## config.mk

```make
export PLATFORM = sky130hd
export DESIGN_NAME = armleocpu_branch_resolve
export DESIGN_NICKNAME = d
export VERILOG_FILES = /design/src/rtl/armleocpu_branch_resolve_pkg.sv /design/src/rtl/armleocpu_branch_resolve_brcond.sv /design/src/rtl/armleocpu_branch_resolve.sv
export SDC_FILE = /design/constraint.sdc
export NUM_CORES = 1
export LEC_CHECK = 0
export CAP_MARGIN = 30
export CORE_UTILIZATION = 47
export CTS_CLUSTER_DIAMETER = 40
export DETAILED_ROUTE_END_ITERATION = 8
export HOLD_SLACK_MARGIN = 0.06
export MAX_ROUTING_LAYER = met4
export PLACE_DENSITY = 0.85
export SETUP_SLACK_MARGIN = 0.1
export SYNTH_ARGS = -nofsm -noshare
export SYNTH_HDL_FRONTEND = slang
export SYNTH_HIERARCHICAL = 1
export SYNTH_SLANG_ARGS = --single-unit
```

## constraint.sdc

```tcl
create_clock -name clk -period 2.35 [get_ports clk]
set_input_delay 0.47 -clock clk [delete_from_list [all_inputs] [get_ports clk]]
set_output_delay 0.47 -clock clk [all_outputs]
set_load 0.01 [all_outputs]
```

## src/rtl/armleocpu_branch_resolve_pkg.sv

```systemverilog
// Shared constants for the execute-stage control-transfer path:
// opcode class encodings, branch funct3 values and the resolve FSM states.
package armleocpu_branch_resolve_pkg;

    // Control-transfer class presented on in_op
    localparam logic [1:0] BR_OP_BRANCH = 2'b00;
    localparam logic [1:0] BR_OP_JAL    = 2'b01;
    localparam logic [1:0] BR_OP_JALR   = 2'b10;
    localparam logic [1:0] BR_OP_RSVD   = 2'b11;

    // Conditional branch funct3 encodings (010 and 011 are unassigned)
    localparam logic [2:0] BR_F3_BEQ  = 3'b000;
    localparam logic [2:0] BR_F3_BNE  = 3'b001;
    localparam logic [2:0] BR_F3_BLT  = 3'b100;
    localparam logic [2:0] BR_F3_BGE  = 3'b101;
    localparam logic [2:0] BR_F3_BLTU = 3'b110;
    localparam logic [2:0] BR_F3_BGEU = 3'b111;

    localparam int unsigned XLEN = 32;

    // Resolve unit state: free, or holding a redirect until fetch takes it
    typedef enum logic {
        BR_STATE_IDLE          = 1'b0,
        BR_STATE_WAIT_REDIRECT = 1'b1
    } br_state_t;

endpackage

```

## src/rtl/armleocpu_branch_resolve_brcond.sv

```systemverilog
// Branch condition evaluator: decides taken/not-taken for a conditional
// branch from funct3 and flags funct3 values that name no comparison.
module armleocpu_brcond
    import armleocpu_branch_resolve_pkg::*;
(
    input  logic [2:0]      i_funct3,
    input  logic [XLEN-1:0] i_rs1,
    input  logic [XLEN-1:0] i_rs2,
    output logic            o_taken,
    output logic            o_illegal
);

    logic w_eq;
    logic w_lt;
    logic w_ltu;

    assign w_eq  = (i_rs1 == i_rs2);
    assign w_lt  = ($signed(i_rs1) < $signed(i_rs2));
    assign w_ltu = (i_rs1 < i_rs2);

    // Select the comparison named by funct3; unassigned codes never take
    always_comb begin
        o_taken   = 1'b0;
        o_illegal = 1'b0;
        case (i_funct3)
            BR_F3_BEQ:  o_taken = w_eq;
            BR_F3_BNE:  o_taken = !w_eq;
            BR_F3_BLT:  o_taken = w_lt;
            BR_F3_BGE:  o_taken = !w_lt;
            BR_F3_BLTU: o_taken = w_ltu;
            BR_F3_BGEU: o_taken = !w_ltu;
            default:    o_illegal = 1'b1;
        endcase
    end

endmodule

```

## src/rtl/armleocpu_branch_resolve.sv

```systemverilog
// Execute-stage branch resolution: computes the architectural next PC of a
// BRANCH/JAL/JALR, compares it with the path fetch followed, and on a
// mismatch raises a one-cycle flush plus a redirect held until fetch takes it.
module armleocpu_branch_resolve
    import armleocpu_branch_resolve_pkg::*;
(
    input  logic            clk,
    input  logic            rst_n,

    input  logic            in_valid,
    output logic            in_ready,
    input  logic [1:0]      in_op,
    input  logic [2:0]      in_funct3,
    input  logic [XLEN-1:0] in_pc,
    input  logic [XLEN-1:0] in_imm,
    input  logic [XLEN-1:0] in_rs1,
    input  logic [XLEN-1:0] in_rs2,
    input  logic [XLEN-1:0] in_pred_pc,

    output logic            res_valid,
    output logic [XLEN-1:0] res_link,
    output logic            res_illegal,
    output logic            res_misaligned,

    output logic            flush,

    output logic            redirect_valid,
    input  logic            redirect_ready,
    output logic [XLEN-1:0] redirect_pc,

    output logic [XLEN-1:0] cnt_branch,
    output logic [XLEN-1:0] cnt_mispredict
);

    br_state_t       r_state;
    br_state_t       w_state_next;

    logic            w_accept;
    logic            w_is_branch;
    logic            w_is_jal;
    logic            w_is_jalr;
    logic            w_cond_taken;
    logic            w_cond_illegal;
    logic            w_illegal;
    logic            w_taken;
    logic            w_misaligned;
    logic            w_mispredict;
    logic [XLEN-1:0] w_seq_pc;
    logic [XLEN-1:0] w_jalr_sum;
    logic [XLEN-1:0] w_target_pc;
    logic [XLEN-1:0] w_next_pc;

    logic            r_res_valid;
    logic [XLEN-1:0] r_res_link;
    logic            r_res_illegal;
    logic            r_res_misaligned;
    logic            r_flush;
    logic [XLEN-1:0] r_redirect_pc;
    logic [XLEN-1:0] r_cnt_branch;
    logic [XLEN-1:0] r_cnt_mispredict;

    armleocpu_brcond u_brcond (
        .i_funct3  (in_funct3),
        .i_rs1     (in_rs1),
        .i_rs2     (in_rs2),
        .o_taken   (w_cond_taken),
        .o_illegal (w_cond_illegal)
    );

    // Target, next-PC and exception/mispredict decode for the presented op
    always_comb begin
        w_is_branch  = (in_op == BR_OP_BRANCH);
        w_is_jal     = (in_op == BR_OP_JAL);
        w_is_jalr    = (in_op == BR_OP_JALR);
        w_illegal    = (in_op == BR_OP_RSVD) || (w_is_branch && w_cond_illegal);
        w_taken      = w_is_branch ? w_cond_taken : (w_is_jal || w_is_jalr);
        w_seq_pc     = in_pc + 32'd4;
        w_jalr_sum   = in_rs1 + in_imm;
        w_target_pc  = w_is_jalr ? {w_jalr_sum[XLEN-1:1], 1'b0} : (in_pc + in_imm);
        w_next_pc    = w_taken ? w_target_pc : w_seq_pc;
        // Only a taken target can fault; illegal wins over misaligned
        w_misaligned = !w_illegal && w_taken && (w_target_pc[1:0] != 2'b00);
        w_mispredict = !w_illegal && !w_misaligned && (w_next_pc != in_pred_pc);
    end

    // Next-state and handshake outputs of the redirect FSM
    always_comb begin
        w_state_next   = r_state;
        in_ready       = 1'b0;
        redirect_valid = 1'b0;
        w_accept       = 1'b0;
        case (r_state)
            BR_STATE_IDLE: begin
                in_ready = 1'b1;
                w_accept = in_valid;
                if (in_valid && w_mispredict)
                    w_state_next = BR_STATE_WAIT_REDIRECT;
            end
            BR_STATE_WAIT_REDIRECT: begin
                redirect_valid = 1'b1;
                if (redirect_ready)
                    w_state_next = BR_STATE_IDLE;
            end
            default: w_state_next = BR_STATE_IDLE;
        endcase
    end

    // FSM state register
    always_ff @(posedge clk or negedge rst_n) begin
        if (!rst_n)
            r_state <= BR_STATE_IDLE;
        else
            r_state <= w_state_next;
    end

    // Result strobe, flush pulse and captured redirect target
    always_ff @(posedge clk or negedge rst_n) begin
        if (!rst_n) begin
            r_res_valid      <= 1'b0;
            r_res_link       <= '0;
            r_res_illegal    <= 1'b0;
            r_res_misaligned <= 1'b0;
            r_flush          <= 1'b0;
            r_redirect_pc    <= '0;
        end else begin
            r_res_valid      <= w_accept;
            r_res_illegal    <= w_accept && w_illegal;
            r_res_misaligned <= w_accept && w_misaligned;
            r_flush          <= w_accept && w_mispredict;
            if (w_accept)
                r_res_link <= w_seq_pc;
            // Captured only when entering WAIT_REDIRECT, so it stays put while held
            if (w_accept && w_mispredict)
                r_redirect_pc <= w_next_pc;
        end
    end

    // Wrapping event counters
    always_ff @(posedge clk or negedge rst_n) begin
        if (!rst_n) begin
            r_cnt_branch     <= '0;
            r_cnt_mispredict <= '0;
        end else begin
            if (w_accept && w_is_branch)
                r_cnt_branch <= r_cnt_branch + 32'd1;
            if (w_accept && w_mispredict)
                r_cnt_mispredict <= r_cnt_mispredict + 32'd1;
        end
    end

    assign res_valid      = r_res_valid;
    assign res_link       = r_res_link;
    assign res_illegal    = r_res_illegal;
    assign res_misaligned = r_res_misaligned;
    assign flush          = r_flush;
    assign redirect_pc    = r_redirect_pc;
    assign cnt_branch     = r_cnt_branch;
    assign cnt_mispredict = r_cnt_mispredict;

endmodule
```

==> impl_metrics.ini, run 1 <==
[synthesis]
ys_warn_count = 6
ys_ff_latch = 133
ys_async_sr_fraction = 1.000
synth_top_area_cell = dfrtp_1
synth_area_leaders = dfrtp_1, ha_1, nand2_1
syn_inst = 1522
synth_cell_types = 90
netlist.area_leader.share = 0.2668
synthFlopType = dfrtp_1
ys_top_cells_by_count = nand2_1, dfrtp_1, a21oi_1
netlist_area_um2 = 12480
synth_enable_flop_cells = 0
yosysMostFrequentCell = nand2_1
ys_seq_area_frac = 0.2668
syn_avg_cell_area_um2 = 8.197
synth.net_count = 1792

[placed_design]
dp_slack_ns = -3.702
dp_hpwl_um = 48290
place_congestion = 1.009
numPortBuffers = 302
placedCellCount = 2656

[sta]
endpoint_type = sequential cell input
postGrtWorstEndpoint = cnt_mispredict[1]$_DFFE_PN0P_/D

[grt]
track_usage = 0.7950
grt_max_degree = 53
gr-total-overflow = 107

[clock_tree]
cts-root-buf = clkbuf_16
cts_buffers = 17
htreeDepth = 4
cts.sinks = 133
clk_path_buf_depth = 2

[die]
initial_utilization = 0.4788
fp.dieW_um = 164.9
die_h_um = 164.9
io_pins = 303
rows = 59

[status]
firstError = [ERROR GRT-0232] Routing congestion too high. Check the congestion heatmap in the GUI.
status = did not finish
haltStage = global routing (5_1_grt)
==> layer usage <==
| layer | overflow | global-route usage |
|---|---|---|
| met2 | 43 | 0.9477 |
| met5 | - | - |
| met4 | 45 | 0.7544 |
| met1 | 10 | 0.7746 |
| met3 | 9 | 0.6512 |
==> stage by stage <==
| step | hold WS (ns) | utilization | cell area (um2) |
|---|---|---|---|
| 2_1_floorplan | 0.1744 | - | 12670 |
| 4_1_cts | 0.4786 | 0.8501 | 22150 |
| 3_3_place_gp | 0.4373 | 0.7743 | 20180 |
| 3_5_place_dp | 0.4430 | 0.7743 | 20180 |
==> repair_timing <==
action / 4_1_cts
cloned: 4
hold endpoints to repair: 27
resized for setup: 505
hold buffers: 1
setup endpoints to repair: 106
pin swaps: 82
setup buffers: 82
==> cell families after synthesis <==
family                   share of synthesized area
multiplexers                               0.05265
adder cells (fa/ha/maj)                     0.1025
XOR/XNOR                                    0.1081
AO/OA/AOI/OAI                               0.1971
flip-flops                                  0.2668
buffers and inverters                      0.04513
AND/OR/NAND/NOR                             0.2278
==> run 2: changes to the inputs <==
- CORE_UTILIZATION: 47 -> 40
- CTS_CLUSTER_DIAMETER: 40 -> default
- HOLD_SLACK_MARGIN: 0.06 -> default
- MAX_ROUTING_LAYER: met4 -> default
- PLACE_DENSITY: 0.85 -> default
- PLACE_DENSITY_LB_ADDON: default -> 0.15
- SETUP_SLACK_MARGIN: 0.1 -> default
- clock period: 2.35 -> 3.1 ns (I/O delays scaled with it)
==> run 2 against run 1 <==
The flow now finishes, with violations (negative setup slack). Synthesized cell count unchanged. Synthesized area is the same.
==> impl_metrics.ini, run 2 <==
[status]
status = finished with violations
violations = negative setup slack

[final_layout]
area.growth.synth_to_final_pct = 72.87
drive_gt1_frac = 0.3408
fillers = 2457
multiInputGateArea_um2 = 9388
final_cell_mix = buf_4, clkdlybuf4s50_1, nand2_1
seq_area_um2 = 3328
layout_commonest_cell = buf_4
antenna_cells = 0
nNetsFinal = 2613

[worst_setup_path]
critical_path_depth = 23
crit_type = in2reg
cp_slowest_cell = o31ai_4
critPathBufInv = 4
reg2reg_to = cnt_mispredict[31]
crit_family = compound AO/OA/AOI/OAI gates
path_cells = clkdlybuf4s15_1 > ha_4 > nor2b_2 > o211ai_1 > a21boi_2 > o31ai_4 > nand3_1 > a31o_1 > mux2i_4 > buf_12 > nor2_4 > and3_4 > mux2i_1 > o211ai_1 > a221o_1 > or3_4 > a2111oi_4 > o2111a_1 > and4bb_4 > buf_6 > nor2_4 > buf_16 > mux2_4
rrSetupSlack_ns = -0.13
rr_worst_depth = 13
worstSetupStartpointType = primary input
cp_max_fo = 6
r2r-start = cnt_mispredict[8]
worstPathArrival_ns = 5.46
cpPeakStageDelay_ns = 0.37
cp.required_ns = 3.41
end_kind = register

[die]
fp.dieW_um = 178.6
core_area_um2 = 30670
die_h_um = 178.6
initial_utilization = 0.4068
die_area_um2 = 31900
rows = 64
io_pins = 303

[placed_design]
numPortBuffers = 302
dp_hpwl_um = 45120
place_congestion = 1.000

[power_and_ir_drop]
pwr-share-clk = 0.233
p_sw_mw = 3.237
peakVddDrop_uv = 382.6
seqPwrFrac = 0.258
combPwrFrac = 0.509
p_int_mw = 5.998
power.density_nw_per_um2 = 428.2
leakage_nw = 9.900
p_sw_frac = 0.3506
totalPowerFinal_mw = 9.235

[clock_tree]
cts.sinks = 133
htreeDepth = 4
path_clk_slew_ns = 0.06
worstSkewPairLatency_ns = 0.43
cts_buffers = 17
clk_path_buf_depth = 2
cts-root-buf = clkbuf_16
cts_tree = done

[sta]
setup_viol_count_final = 67
relSlewSlack = 0.5375
max_freq_ghz = 0.1941
period_needed_ns = 5.151
worstMarginPinSlew_ns = 0.6888
drv_slew = 0
finClkSkew_ns = 0.01329
fin_crit_sh = 1.662
worst_slack_ns = -2.051
hold_violations = 0
rsz0062_at_grt = true
fin_setup_tns_ns = -132.07

[synthesis]
ys_top_cells_by_count = nand2_1, dfrtp_1, a21oi_1
yosys.area_share.simple = 0.2278
synth_cell_types = 90
netlist_area_um2 = 12480
ys_seq_area_frac = 0.2668
ys_warn_count = 6
synth.net_count = 1792
ys_ff_latch = 133
synth_compound_area_frac = 0.1971
synthMuxAreaShare = 0.05265
synth_top_family_by_area = simple AND/OR/NAND/NOR gates
synth-xor-area-share = 0.1081
ys_async_sr_fraction = 1.000
synth_enable_flop_cells = 0
netlist.area_leader.share = 0.2668
syn_avg_cell_area_um2 = 8.197
synth_area_leaders = dfrtp_1, ha_1, nand2_1
synthAdderAreaFrac = 0.1025
yosysMostFrequentCell = nand2_1
syn_inst = 1522
synthFlopType = dfrtp_1
synth_top_area_cell = dfrtp_1

[grt]
track_usage = 0.3414
gr-total-overflow = 0
antenna_found_initial = 0
grt_max_degree = 53
grt_pass1_vias = 15220
grt_pass1_wl_um = 82860

[drt]
drt_iter0_drc = 1009
drt-pass1-iter-count = 7
routedWlPerCell_um = 20.10
finalWirelength_um = 55310
dr_total_vias = 15220
routed_via_density = 5.530
ant_nets = 0
drcViolationCount = 0

[flow_run]
maxCapViolations = 0

[min_path]
min_path_type = in2async
-- run 2: cell counts after synthesis --
No cell type changed its count.
-- run 2: cell families (layout without fill, tap and decap cells) --
kind of cell | Yosys count | in the layout
buf+inv | 142 | 974
mux | 56 | 56
xor+xnor | 154 | 154
compound gates | 376 | 376
flops | 133 | 133
fa+ha+maj | 101 | 101
simple gates | 560 | 562
-- run 2: repair_timing --
action                     CTS  global route
setup endpoints to repair   67            72
resized for setup          279            58
setup buffers               22            16
hold buffers                 0             0
cloned                       4             1
pin swaps                   65            22
-- run 2: metrics by stage --
stage | area (um2) | hold slack (ns) | std cells | util | setup slack (ns)
floorplan | 12550 | 0.3244 | 1522 | - | -1.692
global placement | 19810 | 0.4570 | 2679 | 0.6460 | -3.037
detailed placement | 19810 | 0.4674 | 2679 | 0.6460 | -3.089
CTS | 21140 | 0.1322 | 2735 | 0.6893 | -1.848
global route | 21570 | 0.1506 | 2752 | 0.7032 | -2.104
finish | 21570 | 0.1183 | 2752 | 0.7032 | -2.051
-- run 2: per-layer routing --
metal / wire, um / share of wire / GRT usage / vias up
met5: 0 / 0 / 0 / -
met4: 1929 / 0.035 / 0.1296 / 0
met3: 3285 / 0.059 / 0.03986 / 97
met2: 26460 / 0.48 / 0.5843 / 572
met1: 23630 / 0.43 / 0.4369 / 7322
li1: - / - / - / 7227
-- run 2: worst max path at each step --
| stage | end | slack, ns | startpoint |
|---|---|---|---|
| 2_1_floorplan | cnt_mispredict[1] | -1.69 | in_rs1[17] |
| 4_1_cts | redirect_pc[27] | -1.85 | in_rs2[11] |
| 3_5_place_dp | redirect_pc[5] | -3.09 | in_rs2[30] |
| 5_1_grt | redirect_pc[24] | -2.10 | in_rs2[14] |
| 3_3_place_gp | cnt_mispredict[23] | -3.04 | in_rs2[21] |
| 6_report | redirect_pc[11] | -2.05 | in_rs1[1] |
-- run 2: power groups by stage --
stage	registers [mW]	logic (mW)	clock network, mW
after floorplan	2.52	1.63	0
after global placement	2.39	4.26	0
after detailed placement	2.40	4.32	0
after CTS	2.38	4.51	2.18
after global routing	2.42	5.00	2.25
final	2.38	4.70	2.15
-- run 2: cell type report --
cell class,instances,share of cell area
multi-input cells,1249,0.4353
repair buffers,868,0.3444
flip-flops and latches,133,0.1543
clock buffers,23,0.02309
well taps,396,0.02297
inverters,74,0.01346
clock inverters,9,0.006440
-- run 2: worst register-to-register path, stage by stage (launching register included) --
cell     delay [ns]
dfrtp_1        0.45
nand4_1        0.20
nor4_1         0.37
buf_4          0.18
and4_1         0.21
and2_1         0.19
and4_1         0.23
and2_1         0.19
and4_1         0.25
nand3_1        0.11
nor2_1         0.24
nand3_1        0.12
nor4_1         0.24
xor2_1         0.17
Power figures use the tool's default switching activity.
==> run 3: changes to the inputs <==
- CORE_MARGIN: default -> 1
==> results of run 3 <==
Same layout as run 2: the final DEF is identical, and so are final timing and power.
==> run 4: changes to the inputs <==
- PLACE_DENSITY: default -> 0.7
- PLACE_DENSITY_LB_ADDON: 0.15 -> default
==> run 4 against run 3 <==
The run still ends with negative setup slack left. Sequential share of layout area grew 0.058 points. Register-to-register slack worse by 0.36 ns. First-iteration DRC count fell by 5.7%. Clock skew is essentially flat. Highest routed layer unchanged.
==> impl_metrics.ini, run 4 (synthesized netlist as in run 2, its figures left out) <==
[die]
die_area_um2 = 31900
fp.dieW_um = 178.6
die_h_um = 178.6
core_area_um2 = 30670
rows = 64
io_pins = 303
initial_utilization = 0.4068

[sta]
period_needed_ns = 5.241
fin_setup_tns_ns = -137.18
drv_slew = 0
worstMarginPinSlew_ns = 0.7184
fin_crit_sh = 1.691
worst_slack_ns = -2.141
hold_violations = 0
relSlewSlack = 0.5160
rsz0062_at_grt = true
setup_viol_count_final = 66
max_freq_ghz = 0.1908
finClkSkew_ns = 0.01293

[worst_setup_path]
cp.required_ns = 3.38
worstPathArrival_ns = 5.52
cp_max_fo = 8
end_kind = register
worstSetupStartpointType = primary input
crit_type = in2reg

[drt]
finalWirelength_um = 56830
dr_total_vias = 15390
routed_via_density = 5.632
drt_iter0_drc = 951
ant_nets = 0
drcViolationCount = 0
drt-pass1-iter-count = 5
routedWlPerCell_um = 20.80

[final_layout]
antenna_cells = 0
area.growth.synth_to_final_pct = 72.22
layout_commonest_cell = buf_4
final_util = 0.7006
final_cell_mix = buf_4, clkdlybuf4s50_1, nand2_1
seq_area_um2 = 3328
instances_no_fill = 2732
fillers = 2399
multiInputGateArea_um2 = 9513
nNetsFinal = 2593
drive_gt1_frac = 0.3446

[grt]
gr-total-overflow = 0
antenna_found_initial = 0
grt_max_degree = 64
track_usage = 0.3431
grt_pass1_wl_um = 83510
grt_pass1_vias = 15260

[clock_tree]
clk_path_buf_depth = 2
htreeDepth = 4
cts_tree = done
cts-root-buf = clkbuf_16
worstSkewPairLatency_ns = 0.43
cts_buffers = 17
path_clk_slew_ns = 0.07
cts.sinks = 133

[min_path]
min_path_type = in2async

[power_and_ir_drop]
leakage_nw = 9.763
p_sw_mw = 3.365
power.density_nw_per_um2 = 426.3
p_int_mw = 5.795
totalPowerFinal_mw = 9.160
peakVddDrop_uv = 360.9
combPwrFrac = 0.510
pwr-share-clk = 0.227
p_sw_frac = 0.3674
seqPwrFrac = 0.263

[status]
status = finished with violations
violations = negative setup slack

[placed_design]
placedCellCount = 2664
place_congestion = 1.012
numPortBuffers = 302
dp_hpwl_um = 44450
dp_slack_ns = -3.277

[flow_run]
maxCapViolations = 0
==> run 4: cell types whose count changed in the layout (fill, tap and decap cells not counted), moves of 5 or more <==
cell,change
clkbuf_8,-5
buf_2,+8
buf_4,-17
nor3_1,-6
nor4_1,-5
dlygate4sd2_1,-6
nor4_4,+5
clkdlybuf4s15_2,+6
==> run 4: final cells by class <==
class	instances	share of cell area
Multi-Input combinational cell	1247	0.4428
Tap cell	396	0.02306
Timing Repair Buffer	850	0.3381
Inverter	74	0.01339
Clock buffer	17	0.01980
Sequential cell	133	0.1549
Clock inverter	15	0.008036
==> run 4: worst max-delay path, stage by stage <==
cell	delay [ns]
buf_6	0.07
inv_4	0.03
ha_4	0.26
nand4_1	0.17
buf_4	0.19
nor4_4	0.24
buf_4	0.16
nand4_1	0.23
xor2_1	0.26
nor3_2	0.23
a31o_4	0.16
mux2i_4	0.10
buf_6	0.14
buf_8	0.12
buf_6	0.13
buf_6	0.12
a221o_1	0.38
or3_4	0.37
a2111oi_4	0.36
o2111a_1	0.29
and4bb_4	0.34
bufbuf_16	0.30
nor4_1	0.08
xor2_1	0.18
==> run 4: timing repair <==
item | in CTS | in global routing
setup buffers | 20 | 13
cloned | 4 | 2
hold buffers | 0 | 0
pin swaps | 60 | 37
setup endpoints to repair | 67 | 69
gates resized for setup | 297 | 84
==> run 4: power by group through the flow <==
stage | clock, mW | combinational, mW | sequential [mW]
after CTS | 2.07 | 4.46 | 2.39
after floorplan | 0 | 1.63 | 2.52
after global placement | 0 | 4.23 | 2.40
after detailed placement | 0 | 4.31 | 2.41
final | 2.08 | 4.67 | 2.41
after global routing | 2.17 | 4.96 | 2.45
==> run 4: path summary, 6_finish.rpt <==
check / from / to / slack, ns / depth (start not counted)
max in group asynchronous: rst_n / redirect_pc[7] / 2.07 / 2
worst min-delay path: rst_n / cnt_mispredict[7] / 0.12 / 1
worst max-delay path: in_rs2[15] / cnt_mispredict[27] / -2.14 / 24
worst min register to register: cnt_branch[31] / cnt_branch[31] / 0.48 / 1
min in group clk: cnt_branch[31] / cnt_branch[31] / 0.48 / 1
worst max register to register: cnt_mispredict[8] / cnt_mispredict[31] / -0.49 / 13
==> run 4: per-stage QoR <==
step | instance area [um2] | hold slack (ns)
global route | 21490 | 0.1446
finish | 21490 | 0.1219
global placement | 19650 | 0.4583
CTS | 20980 | 0.1299
floorplan | 12550 | 0.3244
detailed placement | 19680 | 0.4609
==> run 4: routing by layer <==
layer / part of all wire / global-route usage
met5: 0 / 0
met4: 0.049 / 0.1536
met3: 0.071 / 0.04561
met2: 0.47 / 0.5930
met1: 0.41 / 0.4224
